==> config.mk <==
export PLATFORM = sky130hd
export DESIGN_NAME = instr_fetch_queue
export DESIGN_NICKNAME = d
export VERILOG_FILES = /design/src/rtl/instr_fetch_queue.sv
export SDC_FILE = /design/constraint.sdc
export NUM_CORES = 1
export LEC_CHECK = 0
export ABC_CLOCK_PERIOD_IN_PS = 22900
export CAP_MARGIN = 20
export CORE_MARGIN = 5
export CORE_UTILIZATION = 55
export CTS_CLUSTER_DIAMETER = 150
export DETAILED_ROUTE_END_ITERATION = 10
export PLACE_DENSITY = 0.85
export SYNTH_ARGS = -nofsm -noshare
export SYNTH_HDL_FRONTEND = slang
export SYNTH_SLANG_ARGS = --single-unit
==> constraint.sdc <==
create_clock -name clk -period 22.9 [get_ports clk]
set_input_delay 6.87 -clock clk [delete_from_list [all_inputs] [get_ports clk]]
set_output_delay 6.87 -clock clk [all_outputs]
set_load 0.005 [all_outputs]
==> src/rtl/instr_fetch_queue.sv <==
// Instruction fetch queue: circular FIFO of {PC, instruction} between the I-cache and decode.
// The head entry is registered-only to decode; a flush empties the queue in one cycle.
module instr_fetch_queue #(
   parameter int DEPTH      = 4,
   parameter int ADDR_WIDTH = 26,
   parameter int DATA_WIDTH = 32
) (
   input  logic                       clk,
   input  logic                       rst,
   input  logic                       i_flush,
   input  logic                       i_valid,
   input  logic [ADDR_WIDTH-1:0]      i_pc,
   input  logic [DATA_WIDTH-1:0]      i_instr,
   output logic                       o_ready,
   output logic                       o_valid,
   output logic [ADDR_WIDTH-1:0]      o_pc,
   output logic [DATA_WIDTH-1:0]      o_instr,
   input  logic                       i_ready,
   output logic [$clog2(DEPTH):0]     o_count
);

   localparam int PW = $clog2(DEPTH);
   localparam int CW = PW + 1;

   generate
      if (DEPTH < 2 || (DEPTH & (DEPTH - 1)) != 0) begin : g_bad_depth
         $error("instr_fetch_queue: DEPTH must be a power of 2 and at least 2");
      end
   endgenerate

   logic [PW-1:0]         wr_ptr;
   logic [PW-1:0]         rd_ptr;
   logic [CW-1:0]         count;
   logic [ADDR_WIDTH-1:0] pc_mem    [DEPTH];
   logic [DATA_WIDTH-1:0] instr_mem [DEPTH];

   logic push;
   logic pop;

   // Handshake qualifiers depend only on registered occupancy, so neither
   // i_valid nor i_ready reaches any output combinationally.
   assign o_valid = (count != '0);
   assign o_ready = (count != CW'(DEPTH));
   assign push    = i_valid & o_ready & ~i_flush;
   assign pop     = o_valid & i_ready & ~i_flush;

   assign o_pc    = pc_mem[rd_ptr];
   assign o_instr = instr_mem[rd_ptr];
   assign o_count = count;

   always_ff @(posedge clk or posedge rst) begin
      if (rst) begin
         wr_ptr <= '0;
         rd_ptr <= '0;
         count  <= '0;
      end else if (i_flush) begin
         wr_ptr <= '0;
         rd_ptr <= '0;
         count  <= '0;
      end else begin
         if (push) wr_ptr <= wr_ptr + 1'b1;
         if (pop)  rd_ptr <= rd_ptr + 1'b1;
         unique case ({push, pop})
            2'b10:   count <= count + 1'b1;
            2'b01:   count <= count - 1'b1;
            default: count <= count;
         endcase
      end
   end

   // Entry storage is left untouched by flush; only reset clears it.
   always_ff @(posedge clk or posedge rst) begin
      if (rst) begin
         for (int unsigned i = 0; i < DEPTH; i++) begin
            pc_mem[PW'(i)]    <= '0;
            instr_mem[PW'(i)] <= '0;
         end
      end else if (push) begin
         pc_mem[wr_ptr]    <= i_pc;
         instr_mem[wr_ptr] <= i_instr;
      end
   end

endmodule
# After elaboration in Yosys (flattened, before gate mapping)
# Cells that the tools add are included.
# Widths: inputs -> output; s select.
dict set report totals {
  reg_bits 239
  input_bits 63
  out_inout_bits 63
  wordCells 51
}
dict set report classes {
  addsub 4
  n_lt_le_gt_ge 3
  eq_ne 3
  n_mux 18
  n_bitwise 7
  n_reduce_logical 5
}
# operator count
set op_table {}
lappend op_table {{$bwmux 128} 1}
lappend op_table {{$bwmux 104} 1}
lappend op_table {{$mux 32} 3}
lappend op_table {{$mux 26} 3}
lappend op_table {{$bmux 32 s2} 1}
lappend op_table {{$demux 32 s2} 1}
lappend op_table {{$bmux 26 s2} 1}
lappend op_table {{$demux 26 s2} 1}
lappend op_table {{$mux 2} 4}
lappend op_table {{$ge 3x3->1 const B} 2}
lappend op_table {{$not 2->3} 2}
lappend op_table {{$pmux 3 s2} 1}
lappend op_table {{$reduce_bool 3->1} 2}
lappend op_table {{$add 2x1->2 const B} 2}
lappend op_table {{$and 1x1->1} 4}
lappend op_table {{$reduce_bool 2->1} 2}
lappend op_table {{$add 3x1->3 const B} 1}
lappend op_table {{$lt 3x1->1 const B} 1}
lappend op_table {{$mux 3} 1}
lappend op_table {{$ne 3x3->1 const B} 1}
lappend op_table {{$sub 3x1->3 const B} 1}
lappend op_table {{$eq 2x1->1 const B} 1}
lappend op_table {{$eq 2x2->1 const B} 1}
lappend op_table {{$logic_and 1x1->1} 1}
lappend op_table {{$not 1->1} 1}

# Longest topological paths before layout
dict set report depth {
  depth_word 6
  depth_mapped 7
  mapped_depth_nobuf 7
}

# Worst setup path before layout
# OpenSTA, ideal clock, no wires.
dict set report synth_path {
  kind {input to register}
  startpoint {in i_valid}
  endpoint {reg count[2], in the netlist o_count[2]}
  setup_ps 82
  t_arrival_ps 8432
  required_ps 22818
  path_slack_ps 14386
  path_stages 7
  path_buffers 1
  cell_sequence {clkbuf_1 > nor2b_1 > nor3_1 > fa_1 > nand2b_1 > or4_1 > a31oi_1}
}
dict set report synth_via {
  elab_chain_len 5
  word_cells_on_any_way 7
  cone_classes {eq/ne: 2; mux: 2; bitwise: 2; reduce/logical: 1}
}
# item line
set synth_rtl {}
lappend synth_rtl {{start, declared} 11} ;# input logic i_valid,
lappend synth_rtl {{$and 1x1->1 * (2 in series)} 44} ;# assign push = i_valid & o_ready & ~i_flush;
lappend synth_rtl {{$eq 2x1->1 / $eq 2x2->1 (equally long branches)} 63} ;# unique case ({push, pop})
lappend synth_rtl {{$pmux 3 s2} 63}
lappend synth_rtl {{$mux 3} 56} ;# end else if (i_flush) begin
lappend synth_rtl {{end signal, assigned} 64} ;# 2'b10: count <= count + 1'b1;
lappend synth_rtl {{end signal, assigned} 65} ;# 2'b01: count <= count - 1'b1;
lappend synth_rtl {{end signal, assigned} 66} ;# default: count <= count;
lappend synth_rtl {{end, declared} 33} ;# logic [CW-1:0] count;
# Every way passes the cells marked *; elsewhere a longest branch is shown, timed or not.
# A chain may end at the register's enable or synchronous reset.

# Worst setup path in the final report
dict set report layout_path {
  startpoint {reg rd_ptr[1]}
  endpoint {out o_instr[29]}
}
dict set report layout_via {
  elab_chain_len 4
}
# item line
set layout_rtl {}
lappend layout_rtl {{start, declared} 32} ;# logic [PW-1:0] rd_ptr;
lappend layout_rtl {{start signal, assigned} 62} ;# if (pop) rd_ptr <= rd_ptr + 1'b1;
lappend layout_rtl {{$not 2->3 (not written as such)} 48} ;# assign o_instr = instr_mem[rd_ptr];
lappend layout_rtl {{$bmux 32 s2} 48}
lappend layout_rtl {{$mux 32 (not written as such) (2 in series)} 48}
lappend layout_rtl {{end, declared} 17} ;# output logic [DATA_WIDTH-1:0] o_instr,
# Every way passes these cells. The select of a mux whose other input is x is not followed.

==> results.sh <==
export IMPL_status="finished, final reports clean"
export IMPL_cts_resized=0
export IMPL_power_density_nw_per_um2=111.8
export IMPL_hp_class="flop to flop"
export IMPL_critPathLaunchType="flop"
export IMPL_dp_cells=973
export IMPL_fp_dieArea_um2=22880
export IMPL_synth_cell_area_um2=10970
export IMPL_crit_type="flop to output port"
export IMPL_slowest_stage="dfrtp_4"
export IMPL_synth_nets=690
export IMPL_multi_input_area_um2=4578
export IMPL_post_place_ws_ps=13110
export IMPL_port_buffers=125
export IMPL_synth_compound_gate_area_share_pct=0.5359
export IMPL_htreeDepth=1
export IMPL_crit_path_cell_trace="buf_16 -> mux4_2 -> clkdlybuf4s50_1"
export IMPL_final_nets=807
export IMPL_start_util_pct=56.20
export IMPL_fin_crit_sh_pct=41.27
export IMPL_grt_pass1_wl_um=36970
export IMPL_viasPerCell=5.712
export IMPL_synth_cell_types=34
export IMPL_path_clk_slew_ps=60
export IMPL_ant_nets=0
export IMPL_rsz0062_at_grt="no"
export IMPL_ctsRootBufferMaster="clkbuf_16"
export IMPL_cts_setup_buffers=0
export IMPL_synth_seq_area_share_pct=54.50
export IMPL_wl_per_cell_um=22.08
export IMPL_synthCells=622
export IMPL_drive_above_1_share_pct=45.63
export IMPL_die_w_um=151.2
export IMPL_crit_required_ps=16030
export IMPL_drv_cap=0
export IMPL_final_cell_mix="dfrtp_1, mux2_2, clkdlybuf4s50_1"
export IMPL_regArea_um2=5988
export IMPL_finalHoldViolCount=0
export IMPL_slew_headroom_pct=28.25
export IMPL_max_freq_mhz=105.8
export IMPL_path_max_fanout=44
export IMPL_fillCellCount=1300
export IMPL_cts_made_buffers=26
export IMPL_antenna_found_initial=0
export IMPL_worst_pin_slew_ps=1075
export IMPL_vias=5832
export IMPL_clkLatencyLatePin_ps=520
export IMPL_rows=51
export IMPL_drtIter0Drc=244
export IMPL_n_antenna_cell=0
export IMPL_grt_usage_pct=20.49
export IMPL_setup_slack_ps=13450
export IMPL_synth_simple_gate_area_share_pct=1.779
export IMPL_place_congestion=0.7464
export IMPL_area_growth_pct=19.92
export IMPL_synth_top_family_by_area="multiplexers"
export IMPL_final_instance_count_excl_fill=1021
export IMPL_synthAdderAreaFrac_pct=0.6385
export IMPL_muxShareOfSynthArea_pct=38.45
export IMPL_clockBufferDepth=3
export IMPL_ys_seq_elements=239
export IMPL_route_detailed_drc=0
export IMPL_grt_pass1_vias=6863
export IMPL_crit_arrival_ps=2580
export IMPL_fin_tns_setup_ps=0
export IMPL_clock_sinks=239
export IMPL_dp_hpwl_um=13500
export IMPL_critPathCaptureType="output port"
export IMPL_synth_area_per_cell_um2=17.64
export IMPL_core_area_um2=19530
export IMPL_overflow=0
export IMPL_hold_buffers=0
export IMPL_irDropWorstVdd_uv=60.66
export IMPL_wirelength_um=22550
export IMPL_ios=126
export IMPL_synth_xor_area_share_pct=0.3193
export IMPL_layout_commonest_cell="dfrtp_1"
export IMPL_cts_tree="yes"
export IMPL_drv_slew=0
export IMPL_yosysWarnings=0
export IMPL_power_leakage_nw=5.927
export IMPL_drt_pass1_iter_count=4
export IMPL_die_h_um=151.2
export IMPL_grt_max_degree=92
export IMPL_setup_viol=0
export IMPL_skew_ps=17.83
export IMPL_max_stage_delay_ps=650
export IMPL_period_needed_ps=9452
-- final timing paths --
path,to,depth (start not counted),slack (ps),startpoint
setup / recovery,o_instr[29],3,13450,rd_ptr[1]
hold / removal,instr_mem[120],1,500,instr_mem[120]
setup reg to reg,pc_mem[51],4,20340,o_count[0]
hold reg to reg,instr_mem[120],1,500,instr_mem[120]
max in group asynchronous,pc_mem[102],4,14150,rst
min in group asynchronous,instr_mem[41],2,6890,rst
-- power breakdown --
part           switching [mW]  internal, mW  total (mW)
clock                   0.165         0.272       0.437
combinational           0.116         0.276       0.392
sequential             0.0782         0.563       0.641
total                   0.360          1.11        1.47
-- final cells by class --
class | instances | area share (%)
clock buffers | 36 | 5.696
clock inverters | 9 | 1.151
inverters | 3 | 0.1426
multi-input cells | 339 | 34.79
flip-flops and latches | 239 | 45.51
well taps | 265 | 2.520
repair buffers | 130 | 10.19
-- synth_stat cells (all sizes together) --
library cell | instances | share of area, %
dfrtp | 239 | 55
mux2 | 232 | 27
mux4 | 58 | 12
buf | 37 | 3.5
nand2 | 9 | 0.58
nor2 | 6 | 0.21
clkbuf | 4 | 0.14
ha | 4 | 0.46
nand3 | 4 | 0.18
inv | 3 | 0.10
a21oi | 2 | 0.091
nand2b | 2 | 0.11
nor3 | 2 | 0.091
o21ai | 2 | 0.091
or3 | 2 | 0.11
or3b | 2 | 0.18
xnor2 | 2 | 0.16
xor2 | 2 | 0.16
a211oi | 1 | 0.068
a31oi | 1 | 0.057
a41oi | 1 | 0.080
and2b | 1 | 0.068
and3b | 1 | 0.11
fa | 1 | 0.18
nor2b | 1 | 0.057
o21bai | 1 | 0.068
o221ai | 1 | 0.080
or4 | 1 | 0.068
-- layer usage --
metal | wire, um | track usage, % | vias up | part of all wire (%)
met5 | 0 | 0 | - | 0
met4 | 406 | 4.805 | 0 | 1.8
met3 | 942 | 3.501 | 30 | 4.2
met2 | 11840 | 35.70 | 118 | 53
met1 | 9354 | 27.05 | 3138 | 41
li1 | - | - | 2546 | -
-- sequential cells by signal (all words and copies together) (netlist names) --
| name | cells |
|---|---|
| instr_mem | 128 |
| pc_mem | 104 |
| o_count | 3 |
| rd_ptr | 2 |
| wr_ptr | 2 |
-- critical path, delay by kind of cell (launching register included) --
| kind | cells | cell delay [ps] |
|---|---|---|
| buffers and inverters | 2 | 820 |
| multiplexers | 1 | 600 |
| flip-flops | 1 | 650 |
-- cell families after synthesis --
logic type | count (synthesis)
AOI/OAI and AO/OA | 9
xor gates and xnor gates | 4
adders and majority gates | 5
buffers and inverters | 44
DFF | 239
muxes | 290
and+or+nand+nor | 31
-- per-stage QoR --
step	instance area, um^2	hold WS, ps	power, mW	util, %
3_3_place_gp	12180	481.5	1.006	62.39
5_1_grt	13160	518.2	1.541	67.39
6_report	13160	501.3	1.471	67.39
4_1_cts	13080	502.2	1.482	67.01
3_5_place_dp	12180	488.8	1.040	62.39
2_1_floorplan	10970	473.8	0.8776	-
(Power assumes the default switching activity.)
